===== src/rtl/mem_port_pkg.sv =====
// Shared definitions for the memory port controller: state encoding,
// owner encoding and default widths.
package mem_port_pkg;

    localparam int DEF_ADDR_W         = 16;
    localparam int DEF_DATA_W         = 32;
    localparam int DEF_TIMEOUT_CYCLES = 255;

    // Which requester currently owns the memory port.
    localparam logic OWNER_1 = 1'b0;
    localparam logic OWNER_2 = 1'b1;

    typedef enum logic [2:0] {
        ST_IDLE,
        ST_ISSUE,
        ST_WAIT,
        ST_DONE,
        ST_HOLDOFF
    } state_t;

endpackage


===== src/rtl/mem_port_watchdog.sv =====
// Transaction watchdog for the memory port controller.
// Elaborated only in builds that define MEM_PORT_TIMEOUT_EN.
// The count clears when a transaction is granted and advances while the
// controller is issuing or waiting; it saturates at LIMIT-1 so the expiry
// stays asserted until the controller leaves ISSUE/WAIT.
`ifdef MEM_PORT_TIMEOUT_EN
module mem_port_watchdog #(
    parameter int LIMIT = 255
) (
    input  logic clk,
    input  logic reset,
    input  logic start,
    input  logic active,
    output logic expired
);

    localparam int CNT_W = ($clog2(LIMIT + 1) > 8) ? $clog2(LIMIT + 1) : 8;

    logic [CNT_W-1:0] count_reg;

    assign expired = active && (count_reg == CNT_W'(LIMIT - 1));

    // Cycle counter over the ISSUE/WAIT interval of one transaction.
    always_ff @(posedge clk) begin
        if (reset) begin
            count_reg <= '0;
        end else if (start) begin
            count_reg <= '0;
        end else if (active && !expired) begin
            count_reg <= count_reg + 1'b1;
        end
    end

endmodule
`endif


===== src/rtl/mem_port_ctrl.sv =====
// Shared memory port controller behind a two-requester arbiter.
// Latches the granted requester's command in IDLE, runs one memory
// transaction, returns read data and pulses done to the owner, then spends
// one HOLDOFF cycle so the arbiter's stale grant is not taken as a new one.
// Optional watchdog: define MEM_PORT_TIMEOUT_EN to abort transactions that
// exceed TIMEOUT_CYCLES with err raised alongside done.
module mem_port_ctrl
    import mem_port_pkg::*;
#(
    parameter int ADDR_W         = DEF_ADDR_W,
    parameter int DATA_W         = DEF_DATA_W,
    parameter int TIMEOUT_CYCLES = DEF_TIMEOUT_CYCLES
) (
    input  logic              clk,
    input  logic              reset,
    input  logic              req_1,
    input  logic              req_2,
    input  logic              grant_1,
    input  logic              grant_2,
    input  logic [ADDR_W-1:0] addr_1,
    input  logic [ADDR_W-1:0] addr_2,
    input  logic [DATA_W-1:0] wdata_1,
    input  logic [DATA_W-1:0] wdata_2,
    input  logic              we_1,
    input  logic              we_2,
    output logic              mem_req,
    output logic              mem_we,
    output logic [ADDR_W-1:0] mem_addr,
    output logic [DATA_W-1:0] mem_wdata,
    input  logic              mem_ready,
    input  logic              mem_rvalid,
    input  logic [DATA_W-1:0] mem_rdata,
    output logic              done_1,
    output logic              done_2,
    output logic [DATA_W-1:0] rdata_1,
    output logic [DATA_W-1:0] rdata_2,
    output logic              stall_1,
    output logic              stall_2,
    output logic              err
);

    state_t            state_reg;
    logic              owner_reg;
    logic              mem_req_reg;
    logic              mem_we_reg;
    logic [ADDR_W-1:0] mem_addr_reg;
    logic [DATA_W-1:0] mem_wdata_reg;
    logic              done_1_reg;
    logic              done_2_reg;
    logic [DATA_W-1:0] rdata_1_reg;
    logic [DATA_W-1:0] rdata_2_reg;
    logic              err_reg;
    logic              timeout_hit;

    logic [1:0] req_vec;
    logic [1:0] done_vec;
    logic [1:0] stall_vec;

`ifdef MEM_PORT_TIMEOUT_EN
    mem_port_watchdog #(
        .LIMIT (TIMEOUT_CYCLES)
    ) u_watchdog (
        .clk     (clk),
        .reset   (reset),
        .start   ((state_reg == ST_IDLE) && (grant_1 || grant_2)),
        .active  ((state_reg == ST_ISSUE) || (state_reg == ST_WAIT)),
        .expired (timeout_hit)
    );
`else
    // Without the watchdog the port waits as long as memory takes; the
    // parameter is referenced only to keep the interface identical.
    assign timeout_hit = 1'b0 && (TIMEOUT_CYCLES > 0);
`endif

    // Stall each requester until its completion pulse.
    assign req_vec  = {req_2, req_1};
    assign done_vec = {done_2_reg, done_1_reg};
    for (genvar gi = 0; gi < 2; gi++) begin : g_stall
        assign stall_vec[gi] = req_vec[gi] & ~done_vec[gi];
    end

    assign stall_1   = stall_vec[0];
    assign stall_2   = stall_vec[1];
    assign mem_req   = mem_req_reg;
    assign mem_we    = mem_we_reg;
    assign mem_addr  = mem_addr_reg;
    assign mem_wdata = mem_wdata_reg;
    assign done_1    = done_1_reg;
    assign done_2    = done_2_reg;
    assign rdata_1   = rdata_1_reg;
    assign rdata_2   = rdata_2_reg;
    assign err       = err_reg;

    // Transaction sequencer with all outputs registered.
    always_ff @(posedge clk) begin
        if (reset) begin
            state_reg     <= ST_IDLE;
            owner_reg     <= OWNER_1;
            mem_req_reg   <= 1'b0;
            mem_we_reg    <= 1'b0;
            mem_addr_reg  <= '0;
            mem_wdata_reg <= '0;
            done_1_reg    <= 1'b0;
            done_2_reg    <= 1'b0;
            rdata_1_reg   <= '0;
            rdata_2_reg   <= '0;
            err_reg       <= 1'b0;
        end else begin
            done_1_reg <= 1'b0;
            done_2_reg <= 1'b0;
            err_reg    <= 1'b0;
            case (state_reg)
                ST_IDLE: begin
                    // Requester 1 wins if both grants are ever seen together.
                    if (grant_1) begin
                        owner_reg     <= OWNER_1;
                        mem_addr_reg  <= addr_1;
                        mem_wdata_reg <= wdata_1;
                        mem_we_reg    <= we_1;
                        mem_req_reg   <= 1'b1;
                        state_reg     <= ST_ISSUE;
                    end else if (grant_2) begin
                        owner_reg     <= OWNER_2;
                        mem_addr_reg  <= addr_2;
                        mem_wdata_reg <= wdata_2;
                        mem_we_reg    <= we_2;
                        mem_req_reg   <= 1'b1;
                        state_reg     <= ST_ISSUE;
                    end
                end
                ST_ISSUE: begin
                    if (mem_ready) begin
                        mem_req_reg <= 1'b0;
                        if (mem_we_reg) begin
                            done_1_reg <= (owner_reg == OWNER_1);
                            done_2_reg <= (owner_reg == OWNER_2);
                            state_reg  <= ST_DONE;
                        end else begin
                            state_reg  <= ST_WAIT;
                        end
                    end else if (timeout_hit) begin
                        mem_req_reg <= 1'b0;
                        done_1_reg  <= (owner_reg == OWNER_1);
                        done_2_reg  <= (owner_reg == OWNER_2);
                        err_reg     <= 1'b1;
                        state_reg   <= ST_DONE;
                    end
                end
                ST_WAIT: begin
                    if (mem_rvalid) begin
                        if (owner_reg == OWNER_1) begin
                            rdata_1_reg <= mem_rdata;
                        end else begin
                            rdata_2_reg <= mem_rdata;
                        end
                        done_1_reg <= (owner_reg == OWNER_1);
                        done_2_reg <= (owner_reg == OWNER_2);
                        state_reg  <= ST_DONE;
                    end else if (timeout_hit) begin
                        done_1_reg <= (owner_reg == OWNER_1);
                        done_2_reg <= (owner_reg == OWNER_2);
                        err_reg    <= 1'b1;
                        state_reg  <= ST_DONE;
                    end
                end
                ST_DONE: begin
                    state_reg <= ST_HOLDOFF;
                end
                ST_HOLDOFF: begin
                    state_reg <= ST_IDLE;
                end
                default: begin
                    state_reg <= ST_IDLE;
                end
            endcase
        end
    end

endmodule

===== config.mk =====
export PLATFORM = sky130hd
export DESIGN_NAME = mem_port_ctrl
export DESIGN_NICKNAME = d
export VERILOG_FILES = /design/src/rtl/mem_port_pkg.sv /design/src/rtl/mem_port_watchdog.sv /design/src/rtl/mem_port_ctrl.sv
export SDC_FILE = /design/constraint.sdc
export NUM_CORES = 1
export LEC_CHECK = 0
export CORE_MARGIN = 5
export CORE_UTILIZATION = 41
export DETAILED_ROUTE_END_ITERATION = 8
export PLACE_DENSITY = 0.93
export SYNTH_ARGS = -nofsm -noshare
export SYNTH_HDL_FRONTEND = slang
export SYNTH_SLANG_ARGS = --single-unit

===== constraint.sdc =====
create_clock -name clk -period 2.2 [get_ports clk]
set_input_delay 0.55 -clock clk [delete_from_list [all_inputs] [get_ports clk]]
set_output_delay 0.55 -clock clk [all_outputs]
set_load 0.01 [all_outputs]

==> results_dict.tcl, run 1 <==
set metrics [dict create \
    status "complete, no violations" \
    synth_fp_nets 643 \
    viasPerCell 5.063 \
    fin_crit_sh 0.9132 \
    yosys.area_share.simple 0.1408 \
    crit_cells 3 \
    crit_family "buffers and inverters" \
    cts_max_path_buffers 2 \
    report.final.slew_viol_count 0 \
    crit_buf_inv 2 \
    die_x_um 122.8 \
    cp.required_ps 1650 \
    synth_xor_area_frac 0 \
    max-vdd-ir-drop_v 0.0004386 \
    slowest_delay_ps 460 \
    cts_tree "done" \
    grt-ovfl-total 0 \
    mostFrequentLayoutCells "clkdlybuf4s50_1, dfxtp_1, mux2i_1" \
    antenna_cells 0 \
    muxShareOfSynthArea 0.2168 \
    cp_slowest_cell "clkdlybuf4s50_1" \
    area_growth_pct 63.64 \
    crit_fanout 1 \
    drt-initial-drc-count 279 \
    grt_pass1_vias 4944 \
    path_clk_slew_ps 50 \
    layout-drive-gt1-share 0.07804 \
    grt_max_degree 64 \
    crit_chain "clkdlybuf4s50_1 -> nor2b_1 -> dlygate4sd2_1" \
    post_cts_buffers 0 \
    fin_crit_ps 2009 \
    synthAdderAreaFrac 0 \
    synth_top_family_by_area "multiplexers" \
    die_y_um 122.8 \
    avgSynthCellArea_sq_um 10.33 \
    timing.slew.headroom 0.6285 \
    grt_setup_unrepaired "false" \
    total_power_w 0.006459 \
    fin_hold_ws_ps 465.4 \
    worst_ep_arrival_time_ps 1460 \
    fmax_mhz 497.7 \
    fin_nets 882 \
    worstRegToRegCells 4 \
    hold_buffers 0 \
    vias 4698 \
    root_buffer "clkbuf_16" \
    synth_seq_cells 120 \
    cp-start-kind "input pin" \
    syn_inst 505 \
    grt_pass1_wl_mm 24.88 \
    synth_compound_area_frac 0.1353 \
    routedWlPerCell_um 17.57 \
    skew_ps 14.80 \
    hold_viol_final 0 \
    cts_buffers 17 \
    hold_depth 2 \
    ios 257 \
    ys_seq_area_frac 0.4605 \
    grt_usage 0.2099 \
    core_area_sq_mm 0.01257 \
    fin_setup_tns_ps 0 \
    drc 0 \
    cts_max_level 4 \
    powerDensity_mw_per_mm2 756.7 \
    dr.pass1.iters 4 \
    fp-row-count 41 \
    critPathKind "in -> out" \
    antenna_found_initial 0 \
    io_buffers 255 \
    numClockSinks 120 \
    die_area_sq_mm 0.01508 \
    final_util 0.6791 \
    worst_slew_pin_slew_ps 557.3 \
    antenna_left 0 \
    hpwl_mm 12.20 \
    hp-class "reg -> reg" \
    syn-cell-area_sq_mm 0.005216 \
    clock_latency_ps 400 \
    cts.repair.resized 2 \
    wl_mm 16.30 \
    ys_warn_count 0 \
    setup_viol_count_final 0 \
    start_util 0.4150 \
    final_common_cell "clkdlybuf4s50_1" \
    maxCapViolations 0 \
    end_kind "primary output" \
    ys_types 29 \
    p_leak_nw 3.359 \
    finalWeightedCongestion 0.8105 \
]
==> where the power goes <==
| group | switching (W) | total (W) | internal (W) |
|---|---|---|---|
| logic | 0.000534 | 0.00125 | 0.000719 |
| clock network | 0.000968 | 0.00278 | 0.00181 |
| registers | 0.0000984 | 0.00243 | 0.00233 |
==> cell usage after synthesis, drive strengths merged <==
cell | instances | share of area
clkbuf | 31 | 0.023
nor4bb | 1 | 0.0019
nand2b | 97 | 0.12
and3b | 1 | 0.0017
mux2i | 113 | 0.22
conb | 1 | 0.00072
a21oi | 51 | 0.049
nor2b | 5 | 0.0060
nor3 | 5 | 0.0058
a211oi | 50 | 0.082
nor4b | 1 | 0.0017
a22oi | 1 | 0.0014
o31ai | 1 | 0.0014
and2 | 1 | 0.0012
nand2 | 2 | 0.0014
inv | 1 | 0.00072
or2 | 1 | 0.0012
nand4b | 1 | 0.0017
nor2 | 1 | 0.00072
o32a | 1 | 0.0019
dfxtp | 120 | 0.46
buf | 18 | 0.022
nor4 | 1 | 0.0012
==> layer usage <==
layer | track usage | wire length (um) | up-vias
li1 | - | - | 2261
met1 | 0.2303 | 6238 | 2201
met2 | 0.3557 | 7867 | 215
met3 | 0.1009 | 1895 | 21
met4 | 0.06928 | 299 | 0
met5 | 0 | 0 | -
==> final timing paths <==
kind | start | slack (ps) | to
worst max-delay path | req_1 | 190 | stall_1
worst min-delay path | mem_req$_SDFFE_PP0P_ | 470 | mem_req$_SDFFE_PP0P_
worst max register to register | state_reg[1]$_SDFFE_PP0P_ | 510 | rdata_1[8]$_SDFFE_PP0P_
worst min register to register | mem_req$_SDFFE_PP0P_ | 470 | mem_req$_SDFFE_PP0P_
==> metrics by stage <==
step                cell area, sq um  setup WS (ps)  std cells
floorplan                       5216          448.6        505
global placement                7944         -106.1        897
detailed placement              7944         -102.7        897
CTS                             8536          172.8        928
global route                    8536          148.0        928
finish                          8536          190.9        928
==> cells by family (layout without fill, tap and decap cells) <==
logic type             after synthesis  after routing
DFF                                120            120
muxes                              113            113
and+or+nand+nor                    117            117
AOI/OAI and AO/OA                  104            104
other                                1              1
buffers and inverters               50            301
==> worst min-delay path: stages, from the launching register on <==
cell	delay, ps
dfxtp_1	300
o31ai_1	60
a21oi_1	60
==> layout make-up <==
type | instances | area (sq um)
well taps | 172 | 215.2
repair buffers | 269 | 2723
flip-flops and latches | 120 | 2402
inverters | 1 | 3.754
clock buffers | 20 | 446.7
clock inverters | 11 | 147.6
fillers | 917 | 4033
multi-input cells | 335 | 2597
Note: power is estimated with default switching activity, not from simulation.
==> inputs of run 2 (changes only) <==
Settings changed: CORE_UTILIZATION 41 to 42, CTS_BUF_LIST from default to sky130_fd_sc_hd__clkbuf_8, PLACE_DENSITY 0.93 to 0.95, SKIP_CTS_REPAIR_TIMING from default to 1.
==> run 2 against run 1 <==
Combinational power about the same; sequential cell count unchanged; highest routed layer unchanged; critical endpoint is now mem_we; final cell count down 0.65%; setup slack worse by 23 ps; core utilization up 1.1 points; sequential share of layout area up 0.59 points; critical path depth down 2; total power down 9.4%; largest power group is now sequential cells; first-iteration DRC count down 15%; die area down 2.2%; global-route usage up 1.1 points; wire length up 1.7%.
==> results_dict.tcl, run 2 (same netlist as run 1, synthesis figures left out) <==
set metrics [dict create \
    dp.cells 890 \
    final_common_cell "clkdlybuf4s50_1" \
    core_area_sq_mm 0.01211 \
    cts_max_level 4 \
    fin_hold_ws_ps 477.5 \
    instances_no_fill 922 \
    fin_crit_ps 2033 \
    crit_chain "clkdlybuf4s50_1" \
    clock_latency_ps 440 \
    p_leak_nw 3.294 \
    grt_pass1_wl_mm 25.55 \
    hpwl_mm 12.37 \
    viasPerCell 5.149 \
    grtUsageMet2 0.3845 \
    die_area_sq_mm 0.01475 \
    path_clk_slew_ps 70 \
    grt_setup_unrepaired "false" \
    cts_tree "done" \
    max-vdd-ir-drop_v 0.0005390 \
    worst_slew_pin_slew_ps 546.8 \
    seq_area_sq_mm 0.002402 \
    use_met3 0.1100 \
    cts_max_path_buffers 2 \
    stdcell_area_sq_mm 0.008362 \
    use_met1 0.2285 \
    critPathKind "reg -> out" \
    crit_fanout 4 \
    skew_ps 9.546 \
    finalWeightedCongestion 0.7915 \
    fmax_mhz 492.0 \
    status "complete, no violations" \
    start_util 0.4307 \
    drc 0 \
    drt-initial-drc-count 238 \
    grt-ovfl-total 0 \
    cp_slowest_cell "clkdlybuf4s50_1" \
    crit_family "buffers and inverters" \
    antenna_left 0 \
    numClockSinks 120 \
    grt_max_degree 74 \
    cp.required_ps 1650 \
    maxCapViolations 0 \
    n_fill_cell 850 \
    wl_mm 16.58 \
    grt_pass1_vias 4956 \
    hold_viol_final 0 \
    die_y_um 121.4 \
    cp-start-kind "flip-flop" \
    post-place-ws_ps -113.2 \
    layout-drive-gt1-share 0.07560 \
    area_growth_pct 60.30 \
    ios 257 \
    worst_ep_arrival_time_ps 1480 \
    mostFrequentLayoutCells "clkdlybuf4s50_1, dfxtp_1, mux2i_1" \
    fin_crit_sh 0.9239 \
    fp-row-count 40 \
    final.setup.worst_slack_ps 167.5 \
    vias 4747 \
    grt_usage 0.2211 \
    hp-class "reg -> reg" \
    setup_viol_count_final 0 \
    fin_nets 879 \
    end_kind "primary output" \
    io_buffers 255 \
    dr.pass1.iters 4 \
    antenna_cells 0 \
    postPlaceCellArea_sq_mm 0.007916 \
    powerDensity_mw_per_mm2 699.7 \
    die_x_um 121.4 \
    multi_input_area_sq_mm 0.002597 \
    slowest_delay_ps 620 \
    root_buffer "clkbuf_8" \
    report.final.slew_viol_count 0 \
    cts_buffers 17 \
    crit_buf_inv 1 \
    grt_most_used_layer "met2" \
    antenna_found_initial 0 \
    timing.slew.headroom 0.6355 \
    routedWlPerCell_um 17.98 \
]
run 2: cell type report:
cell class                 instances  area share
tap                              168     0.02514
timing repair buffer             266      0.3238
multi-input combinational        335      0.3106
clock inverter                    13     0.02140
clock buffer                      19     0.03127
sequential                       120      0.2873
inverter                           1   0.0004489
run 2: report_power, final:
| part | leakage, nW | total (W) | switching, W | internal [W] |
|---|---|---|---|---|
| Clock | 0.224 | 0.00218 | 0.000890 | 0.00129 |
| Combinational | 2.09 | 0.00125 | 0.000538 | 0.000715 |
| Sequential | 0.981 | 0.00242 | 0.0000957 | 0.00233 |
| Total | 3.29 | 0.00585 | 0.00152 | 0.00433 |
run 2: path summary, 6_finish.rpt:
path / startpoint / end / slack (ps) / cells after the start
setup / recovery: mem_we$_SDFFE_PP0P_ / mem_we / 170 / 1
setup reg to reg: state_reg[1]$_SDFFE_PP0P_ / rdata_1[8]$_SDFFE_PP0P_ / 540 / 4
hold / removal: rdata_1[5]$_SDFFE_PP0P_ / rdata_1[5]$_SDFFE_PP0P_ / 480 / 2
hold reg to reg: rdata_1[5]$_SDFFE_PP0P_ / rdata_1[5]$_SDFFE_PP0P_ / 480 / 2
run 2: stage by stage:
| step | total power, W | setup TNS (ps) | utilization |
|---|---|---|---|
| after floorplan | 0.003023 | 0 | - |
| after global placement | 0.003675 | -142.8 | 0.6536 |
| after detailed placement | 0.003725 | -115.9 | 0.6536 |
| after CTS | 0.005913 | -115.2 | 0.6900 |
| after global routing | 0.006124 | 0 | 0.6904 |
| final | 0.005851 | 0 | 0.6904 |
run 2: metal layers:
| metal | wire length (um) | share of wire | up-vias |
|---|---|---|---|
| met3 | 1765 | 0.11 | 27 |
| met1 | 6146 | 0.37 | 2255 |
| met2 | 8307 | 0.50 | 209 |
| met4 | 361 | 0.022 | 0 |
| li1 | - | - | 2256 |
| met5 | 0 | 0 | - |
